## src/rtl/spi_burst_ctrl_pkg.sv

```systemverilog
// Shared definitions for the SPI burst sequencer: SPI master register map,
// CTRL/status bit positions and the sequencer state encoding.
package spi_burst_ctrl_pkg;

  localparam logic [1:0] SPI_ADDR_CTRL   = 2'd0;
  localparam logic [1:0] SPI_ADDR_TXDATA = 2'd1;
  localparam logic [1:0] SPI_ADDR_RXDATA = 2'd2;
  localparam logic [1:0] SPI_ADDR_SS     = 2'd3;

  localparam int CTRL_CPOL     = 0;
  localparam int CTRL_CPHA     = 1;
  localparam int CTRL_CPRE_LSB = 2;
  localparam int CTRL_START    = 7;
  localparam int STAT_END_TX   = 0;

  localparam logic [7:0] SS_IDLE = 8'hFF;

  typedef enum logic [3:0] {
    ST_IDLE,
    ST_SEL,
    ST_CFG,
    ST_TXW,
    ST_START,
    ST_POLL,
    ST_RDA,
    ST_RDL,
    ST_PUSH,
    ST_DESEL,
    ST_FIN
  } state_e;

  function automatic logic [7:0] ctrl_word(input logic       cpol,
                                           input logic       cpha,
                                           input logic [3:0] cpre,
                                           input logic       start);
    logic [7:0] w;
    w                      = '0;
    w[CTRL_CPOL]           = cpol;
    w[CTRL_CPHA]           = cpha;
    w[CTRL_CPRE_LSB +: 4]  = cpre;
    w[CTRL_START]          = start;
    return w;
  endfunction

  // Slave selects are active-low one-hot.
  function automatic logic [7:0] ss_select(input logic [2:0] slave);
    return ~(8'd1 << slave);
  endfunction

endpackage

```

## src/rtl/spi_burst_ctrl.sv

```systemverilog
// Burst sequencer driving the SPI master register bus: per byte it configures,
// loads TXDATA, starts, polls EndTx, reads RXDATA and hands the byte downstream.
module spi_burst_ctrl
  import spi_burst_ctrl_pkg::*;
#(
  parameter int MAX_LEN = 16
) (
  input  logic                       Clk,
  input  logic                       Rst,
  input  logic                       CmdValid,
  output logic                       CmdReady,
  input  logic [2:0]                 CmdSlave,
  input  logic                       CmdCPol,
  input  logic                       CmdCPha,
  input  logic [3:0]                 CmdCPre,
  input  logic [$clog2(MAX_LEN)-1:0] CmdLen,
  input  logic                       TxValid,
  output logic                       TxReady,
  input  logic [7:0]                 TxData,
  output logic                       RxValid,
  input  logic                       RxReady,
  output logic [7:0]                 RxData,
  output logic                       Busy,
  output logic                       Done,
  output logic [1:0]                 SpiAddr,
  output logic                       SpiWr,
  output logic [7:0]                 SpiDataWr,
  input  logic [7:0]                 SpiDataRd
);

  localparam int                CNT_W   = $clog2(MAX_LEN);
  localparam logic [CNT_W-1:0]  CNT_ONE = CNT_W'(1);

  state_e           state_q, state_d;
  logic [2:0]       slave_q, slave_d;
  logic             cpol_q, cpol_d;
  logic             cpha_q, cpha_d;
  logic [3:0]       cpre_q, cpre_d;
  logic [CNT_W-1:0] cnt_q, cnt_d;
  logic             poll_armed_q, poll_armed_d;
  logic [7:0]       rx_data_q, rx_data_d;

  always_ff @(posedge Clk or posedge Rst) begin
    if (Rst) begin
      state_q      <= ST_IDLE;
      slave_q      <= '0;
      cpol_q       <= 1'b0;
      cpha_q       <= 1'b0;
      cpre_q       <= '0;
      cnt_q        <= '0;
      poll_armed_q <= 1'b0;
      rx_data_q    <= '0;
    end else begin
      state_q      <= state_d;
      slave_q      <= slave_d;
      cpol_q       <= cpol_d;
      cpha_q       <= cpha_d;
      cpre_q       <= cpre_d;
      cnt_q        <= cnt_d;
      poll_armed_q <= poll_armed_d;
      rx_data_q    <= rx_data_d;
    end
  end

  assign RxData = rx_data_q;

  always_comb begin
    state_d      = state_q;
    slave_d      = slave_q;
    cpol_d       = cpol_q;
    cpha_d       = cpha_q;
    cpre_d       = cpre_q;
    cnt_d        = cnt_q;
    rx_data_d    = rx_data_q;
    // EndTx read back in the first POLL cycle still reflects the previous byte.
    poll_armed_d = (state_q == ST_POLL);

    CmdReady  = 1'b0;
    TxReady   = 1'b0;
    RxValid   = 1'b0;
    Busy      = 1'b1;
    Done      = 1'b0;
    SpiWr     = 1'b0;
    SpiAddr   = SPI_ADDR_CTRL;
    SpiDataWr = '0;

    case (state_q)
      ST_IDLE: begin
        Busy     = 1'b0;
        CmdReady = 1'b1;
        if (CmdValid) begin
          slave_d = CmdSlave;
          cpol_d  = CmdCPol;
          cpha_d  = CmdCPha;
          cpre_d  = CmdCPre;
          cnt_d   = CmdLen;
          state_d = ST_SEL;
        end
      end
      ST_SEL: begin
        SpiWr     = 1'b1;
        SpiAddr   = SPI_ADDR_SS;
        SpiDataWr = ss_select(slave_q);
        state_d   = ST_CFG;
      end
      ST_CFG: begin
        SpiWr     = 1'b1;
        SpiDataWr = ctrl_word(cpol_q, cpha_q, cpre_q, 1'b0);
        state_d   = ST_TXW;
      end
      ST_TXW: begin
        TxReady = 1'b1;
        SpiAddr = SPI_ADDR_TXDATA;
        if (TxValid) begin
          SpiWr     = 1'b1;
          SpiDataWr = TxData;
          state_d   = ST_START;
        end
      end
      ST_START: begin
        SpiWr     = 1'b1;
        SpiDataWr = ctrl_word(cpol_q, cpha_q, cpre_q, 1'b1);
        state_d   = ST_POLL;
      end
      ST_POLL: begin
        if (poll_armed_q && SpiDataRd[STAT_END_TX]) begin
          state_d = ST_RDA;
        end
      end
      ST_RDA: begin
        SpiAddr = SPI_ADDR_RXDATA;
        state_d = ST_RDL;
      end
      ST_RDL: begin
        SpiAddr   = SPI_ADDR_RXDATA;
        rx_data_d = SpiDataRd;
        state_d   = ST_PUSH;
      end
      ST_PUSH: begin
        RxValid = 1'b1;
        if (RxReady) begin
          if (cnt_q == '0) begin
            state_d = ST_DESEL;
          end else begin
            cnt_d   = cnt_q - CNT_ONE;
            state_d = ST_CFG;
          end
        end
      end
      ST_DESEL: begin
        SpiWr     = 1'b1;
        SpiAddr   = SPI_ADDR_SS;
        SpiDataWr = SS_IDLE;
        state_d   = ST_FIN;
      end
      ST_FIN: begin
        Done    = 1'b1;
        state_d = ST_IDLE;
      end
      default: begin
        state_d = ST_IDLE;
      end
    endcase
  end

endmodule

```

## config.mk

```make
export PLATFORM = sky130hd
export DESIGN_NAME = spi_burst_ctrl
export DESIGN_NICKNAME = d
export VERILOG_FILES = /design/src/rtl/spi_burst_ctrl_pkg.sv /design/src/rtl/spi_burst_ctrl.sv
export SDC_FILE = /design/constraint.sdc
export NUM_CORES = 1
export LEC_CHECK = 0
export BUFFER_PORTS_ARGS = -buffer_cell sky130_fd_sc_hd__buf_2
export CAP_MARGIN = 20
export CORE_UTILIZATION = 48
export CTS_CLUSTER_DIAMETER = 80
export DETAILED_ROUTE_END_ITERATION = 6
export PLACE_DENSITY = 0.79
export REMOVE_ABC_BUFFERS = 1
export SKIP_LAST_GASP = 1
export SLEW_MARGIN = 15
export SYNTH_ARGS = -nofsm -noshare
export SYNTH_HDL_FRONTEND = slang
export SYNTH_SLANG_ARGS = --single-unit
export TNS_END_PERCENT = 20
```

## constraint.sdc

```tcl
create_clock -name Clk -period 2.34 [get_ports Clk]
set_input_delay 0.585 -clock Clk [delete_from_list [all_inputs] [get_ports Clk]]
set_output_delay 0.585 -clock Clk [all_outputs]
set_load 0.01 [all_outputs]
```

==> summary.md, run 1 <==
| Metric | Value |
|---|---|
| Diode count | 0 |
| R2R setup slack | 0.49 ns |
| Tcrit/Tclk final | 100% |
| Post-DR vias/cell | 5.61 |
| Met1 Usage GRT | 28.6% |
| Unrepaired setup endpoints after global routing | true |
| Top-area cell type share of the netlist area | 42.9% |
| Dpl hpwl | 2510 µm |
| Worst flop-to-flop path endpoint | cnt_q[3]$_DFFE_PP0P_ |
| Setup Skew | 0.00282 ns |
| Total CTS buffers | 3 |
| Yosys reg bits | 26 |
| Wirelength per Cell | 14.7 µm |
| Worst EP arrival | 1.76 ns |
| Worst vdd ir | 0.000600 V |
| Die Height | 58.2 µm |
| Worst-path fanout max | 7 |
| Hold crit path type | input port to async pin |
| Port bufs | 57 |
| Final slew viol count | 0 |
| Max transition margin | 71.3% |
| Post-synthesis cell count | 146 |
| Worst reg2reg path depth | 7 |
| Clock Tree Buf Depth | 2 |
| Layout area overhead | 30.3% |
| Leak Pwr | 0.972 nW |
| 1st-pass router iterations | 5 |
| Hold Buf Count CTS | 0 |
| Root Buffer Master | clkbuf_4 |
| Register area share after synthesis | 42.9% |
| Count of cell types in the netlist | 41 |
| Initial DRC count | 49 |
| Final non-filler cell total | 254 |
| Remaining DRCs | 0 |
| Largest net degree at the start of global routing | 27 |
| Critical Path Source Type | register |
| Met2 Track Usage GR | 36.1% |
| CTS tree | done |
| ANT nets after route | 0 |
| Antenna violations before repair | 0 |
| Worst setup path startpoint | state_q[2]$_DFFE_PP0P_ |
| GRT Overall Usage | 22.4% |
| Nets | 247 |
| Fin area | 1970 µm² |
| Placer congestion estimate | 0.814 |
| CTS H-tree lvls | 1 |
| DP Cell Count | 246 |
| Synth Flop Type | dfrtp_1 |
| Total gr overflow | 0 |
| Core Footprint | 3030 µm² |
| Max-Cap Viols | 0 |
| GR Util met3 | 4.69% |
| GRT busiest layer | met2 |
| Core Util, Final | 65.2% |
| Asr flop ratio synth | 100% |
| Setup violations, final | 1 |
| Die W | 58.2 µm |
| PD cells | 1410 nW/µm² |
| Sum of negative setup slack | -0.00711 ns |
| Final Hold Viols | 0 |
| Final Critical Period | 2.35 ns |
| Setup crit end | SpiDataWr[5] |
| Number of synthesized flops with an enable pin | 0 |
| Total Power | 2.79 mW |
| Fmax achieved | 0.426 GHz |
| Clock latency on the worst-skew pair | 0.33 ns |
| Failing checks | setup timing |
| Reg-to-reg startpoint | cnt_q[0]$_DFFE_PP0P_ |
| Die area | 3390 µm² |
| Vias in the first global route | 1302 |
| Clk slew on worst S/H paths | 0.14 ns |
| Via count | 1426 |
| Post-place setup slack | 0.240 ns |
| Initial core utilization | 50.0% |
| CP Class | register to output pin |
| Boundary pin count | 58 |
| Tightest hold margin | 0.271 ns |
| Biggest area consumer among synthesized cells | dfrtp_1 |
| Synth warn | 0 |
| Routed WL | 3720 µm |
| Placed Area | 1860 µm² |
| Share of layout cells above drive strength 1 | 48.1% |
| Synthesized area | 1520 µm² |
| FP Rows | 20 |
| TritonCTS Sinks | 26 |
| Status | finished, violations left |
| Critical Path Sink Type | output pin |
| Critical Path RT | 1.75 ns |
| Synth Area per Inst | 10.4 µm² |
| Setup WS post-layout | -0.00711 ns |
| Top cells by area, synth | dfrtp_1, mux2_4, mux2_2 |
| First-pass GRT wire length | 5760 µm |
| Pin slew with the least headroom to its limit | 0.429 ns |
power by group:
group          leakage [nW]  switching [mW]  internal [mW]
combinational         0.644           0.841          0.850
clock                0.0210           0.139         0.0955
sequential            0.307           0.193          0.674
cells in the mapped netlist (2+ instances only):
cell type,n
buf_6,2
nor3_1,5
nor2b_1,5
buf_2,3
dfrtp_1,26
clkbuf_1,3
o221a_2,2
a21oi_1,11
nor3b_1,2
a2bb2oi_1,2
nor2_1,13
nand2_1,11
a21o_1,2
o21ai_0,5
ha_1,2
mux2_2,9
mux2_4,8
a221o_1,6
inv_1,7
worst min path at each step:
stage | start | endpoint | slack [ns] | cells past startpoint
finish | Rst | cpre_q[2]$_DFFE_PP0P_ | 0.27 | 3
global route | Rst | RxData[2]$_DFFE_PP0N_ | 0.30 | 3
CTS | Rst | RxData[1]$_DFFE_PP0N_ | 0.28 | 3
detailed placement | RxData[2]$_DFFE_PP0N_ | RxData[2]$_DFFE_PP0N_ | 0.49 | 1
global placement | RxData[5]$_DFFE_PP0N_ | RxData[5]$_DFFE_PP0N_ | 0.48 | 1
floorplan | cnt_q[0]$_DFFE_PP0P_ | cnt_q[0]$_DFFE_PP0P_ | 0.47 | 1
cell usage in the layout (no fill, tap or decap), types with 2 or more instances in the layout:
cell / n
a21oi_1: 11
mux2_2: 9
ha_1: 2
buf_6: 3
o221a_2: 2
clkbuf_4: 3
a221o_1: 6
mux2_4: 8
o21ai_0: 5
nand2_2: 2
a2bb2oi_1: 2
nor3_1: 5
dfrtp_1: 23
buf_4: 8
nor3b_1: 2
a21o_1: 2
buf_2: 57
nor2b_1: 5
inv_1: 7
nand2_1: 10
nor2_1: 13
dfrtp_2: 3
kinds of logic after synthesis:
kind of cell,after synthesis,synth area share (%)
AOI/OAI and AO/OA,37,17.7
adders and majority gates,2,1.65
xor gates and xnor gates,1,0.578
and+or+nand+nor,47,16.9
muxes,18,15.3
DFF,26,42.9
buffers and inverters,15,4.95
repair_timing:
| item | in CTS | in global routing |
|---|---|---|
| endpoints found under the setup margin | 9 | 8 |
| pin swaps | 1 | 0 |
| gates resized for setup | 8 | 4 |
| buffers inserted | 3 | 1 |
flip-flops by register name (all words and copies together) (netlist names):
signal and cells:
RxData 8, cnt_q 4, cpha_q 1, cpol_q 1
cpre_q 4, poll_armed_q 1, slave_q 3, state_q 4
final cells by class:
| class | instances | area, µm² |
|---|---|---|
| inverters | 7 | 26.3 |
| clock buffers | 4 | 36.3 |
| repair buffers | 68 | 379 |
| fillers | 224 | 1050 |
| multi-input cells | 105 | 823 |
| flip-flops and latches | 26 | 654 |
| well taps | 44 | 55.1 |
layer usage:
metal	vias up	part of all wire, %
met3	13	7.6
met1	677	41
met2	72	48
met4	0	2.8
met5	-	0
li1	664	-
worst max-delay path, cell delays in order, from the launching register on:
cell	delay, ns
dfrtp_2	0.48
buf_6	0.15
xnor2_2	0.14
nor3_1	0.06
buf_4	0.16
a221o_1	0.30
buf_2	0.15
(Power assumes the default switching activity.)
==> inputs of run 2 (changes only) <==
Settings changed: CORE_UTILIZATION 48 to 44, PLACE_DENSITY 0.79 to 0.76.
Clock period 2.34 ns to 2.15 ns, I/O delays scaled along.
==> run 2 against run 1 <==
Die area up 8.8%. Sequential power grew 11%. Count of clock-buffer cells in the layout decreased by 1. Critical path depth up 1. The flow still finishes with violations (setup timing).
==> summary.md, run 2 (same netlist as run 1, synthesis figures left out) <==
| Metric | Value |
|---|---|
| Post-place setup slack | 0.169 ns (-0.0708 ns) |
| Placed Area | 1870 µm² (+0.81%) |
| Total gr overflow | 0 (unchanged) |
| Dpl hpwl | 2700 µm (+7.2%) |
| Worst-path fanout max | 5 (-2) |
| Hold Buf Count CTS | 0 (unchanged) |
| Max-Cap Viols | 0 (unchanged) |
| CP Class | register to output pin |
| Setup WS post-layout | -0.210 ns (-0.202 ns) |
| Via count | 1507 (+5.7%) |
| Die W | 60.7 µm (+4.3%) |
| Final Critical Period | 2.36 ns |
| Setup Skew | 0.00598 ns (+0.00316 ns) |
| Routed WL | 4290 µm (+15%) |
| Initial core utilization | 48.1% (-2.0 points) |
| Boundary pin count | 58 (unchanged) |
| Max transition margin | 47.2% (-24 points) |
| Status | finished, violations left |
| Post-DR vias/cell | 5.73 (+2.1%) |
| Number of fill cells | 246 (+9.8%) |
| Initial DRC count | 63 (+29%) |
| Worst vdd ir | 0.000834 V (+39%) |
| Sum of negative setup slack | -1.51 ns (-1.50 ns) |
| Diode count | 0 (unchanged) |
| Die Height | 60.7 µm (+4.3%) |
| Fmax achieved | 0.424 GHz |
| Pin slew with the least headroom to its limit | 0.772 ns (+0.343 ns) |
| Final non-filler cell total | 263 (+3.5%) |
| First-pass GRT wire length | 6290 µm (+9.1%) |
| CP max stage delay | 0.46 ns (-0.02 ns) |
| WP buf/inv | 4 (+1) |
| Setup violations, final | 12 (+11) |
| Final Hold Viols | 0 (unchanged) |
| Vias in the first global route | 1431 (+9.9%) |
| Core Util, Final | 66.9% (+1.7 points) |
| Final slew viol count | 0 (unchanged) |
| CTS H-tree lvls | 1 (unchanged) |
| Register area | 654 µm² (unchanged) |
| CP max-delay cell | dfrtp_2 |
| Core Footprint | 3150 µm² (+4.1%) |
| Nets | 256 (+3.6%) |
| PD cells | 1620 nW/µm² (+15%) |
| Commonest non-fill, non-tap cell in the layout | buf_2 |
| Top delay family on crit path | buffers and inverters |
| Share of layout cells above drive strength 1 | 53.0% (+4.9 points) |
| GRT Overall Usage | 23.4% (+0.96 points) |
| ANT nets after route | 0 (unchanged) |
| Critical Path Sink Type | output pin |
| Die area | 3680 µm² (+8.8%) |
| 1st-pass router iterations | 4 (-1) |
| FP Rows | 20 (unchanged) |
| DP Cell Count | 248 (+0.81%) |
| Unrepaired setup endpoints after global routing | true |
| Largest net degree at the start of global routing | 27 (unchanged) |
| Clock Tree Buf Depth | 2 (unchanged) |
| Largest register FFs | 8 (unchanged) |
| Worst EP arrival | 1.82 ns (+0.06 ns) |
| Clk slew on worst S/H paths | 0.15 ns (about the same) |
| Placer congestion estimate | 0.873 (+7.3%) |
| Root Buffer Master | clkbuf_4 |
| Hold crit path type | input port to async pin |
| Multi-input gate area | 860 µm² (+4.4%) |
| Leak Pwr | 1.03 nW (+6.4%) |
| Fin area | 2110 µm² (+6.9%) |
| Wirelength per Cell | 16.3 µm (+11%) |
| Failing checks | setup timing |
| Remaining DRCs | 0 (unchanged) |
| Tcrit/Tclk final | 110% |
| TritonCTS Sinks | 26 (unchanged) |
| Total CTS buffers | 3 (unchanged) |
| Most frequent cells in the layout | buf_2, dfrtp_1, buf_4, nor2_1 |
| Critical-path cell list | buf_6 -> buf_4 -> buf_4 -> nor2b_1 -> nand2_1 -> nand2_1 -> buf_2 |
| Antenna violations before repair | 0 (unchanged) |
| Critical Path RT | 1.61 ns (-0.14 ns) |
| Clock latency on the worst-skew pair | 0.34 ns (about the same) |
| Port bufs | 57 (unchanged) |
| CTS tree | done |
| Critical Path Source Type | register |
| Layout area overhead | 39.3% |
run 2: layout make-up:
| cell class | instances | area share (%) |
|---|---|---|
| Clock buffer | 3 | 1.07 |
| Clock inverter | 1 | 1.42 |
| Inverter | 7 | 1.24 |
| Multi-Input combinational cell | 106 | 40.7 |
| Sequential cell | 26 | 31.0 |
| Tap cell | 44 | 2.61 |
| Timing Repair Buffer | 76 | 21.9 |
run 2: timing repair:
item	4_1_cts	5_1_grt
cloned	1	0
pin swaps	3	5
endpoints found under the setup margin	13	14
setup buffers	7	4
resized for setup	9	19
run 2: path summary, 6_finish.rpt:
| check | depth (start not counted) | slack [ns] | endpoint | from |
|---|---|---|---|---|
| max in group asynchronous | 3 | 1.66 | state_q[0]$_DFFE_PP0P_ | Rst |
| hold / removal | 3 | 0.22 | slave_q[2]$_DFFE_PP0P_ | Rst |
| setup / recovery | 7 | -0.21 | SpiAddr[1] | state_q[1]$_DFFE_PP0P_ |
| setup reg to reg | 6 | 0.14 | RxData[6]$_DFFE_PP0N_ | state_q[1]$_DFFE_PP0P_ |
| min in group Clk | 2 | 0.42 | cpha_q$_DFFE_PP0P_ | CmdCPha |
| hold reg to reg | 1 | 0.52 | RxData[4]$_DFFE_PP0N_ | RxData[4]$_DFFE_PP0N_ |
run 2: routing by layer:
layer,vias up,track usage (%),routed length (µm)
met3,12,7.89,337
met5,-,0,0
met2,91,39.9,2170
met1,718,26.4,1670
met4,0,10.7,117
li1,686,-,-
run 2: metrics by stage:
| stage | power, mW | hold slack (ns) |
|---|---|---|
| floorplan | 2.03 | 0.471 |
| global route | 3.62 | 0.257 |
| finish | 3.42 | 0.219 |
| CTS | 3.13 | 0.240 |
| global placement | 2.58 | 0.485 |
| detailed placement | 2.65 | 0.492 |
run 2: worst reg2reg max path, stage by stage (launching register included):
cell	delay (ns)
dfrtp_2	0.46
buf_6	0.14
buf_4	0.11
buf_4	0.13
nor2b_1	0.32
nand3_1	0.36
mux2_2	0.38
run 2: where the power goes:
part           leakage, nW  internal, mW  switching, mW
Clock               0.0279         0.189          0.157
Sequential           0.307         0.733          0.227
Combinational        0.699          1.07           1.05
Total                 1.03          2.00           1.43
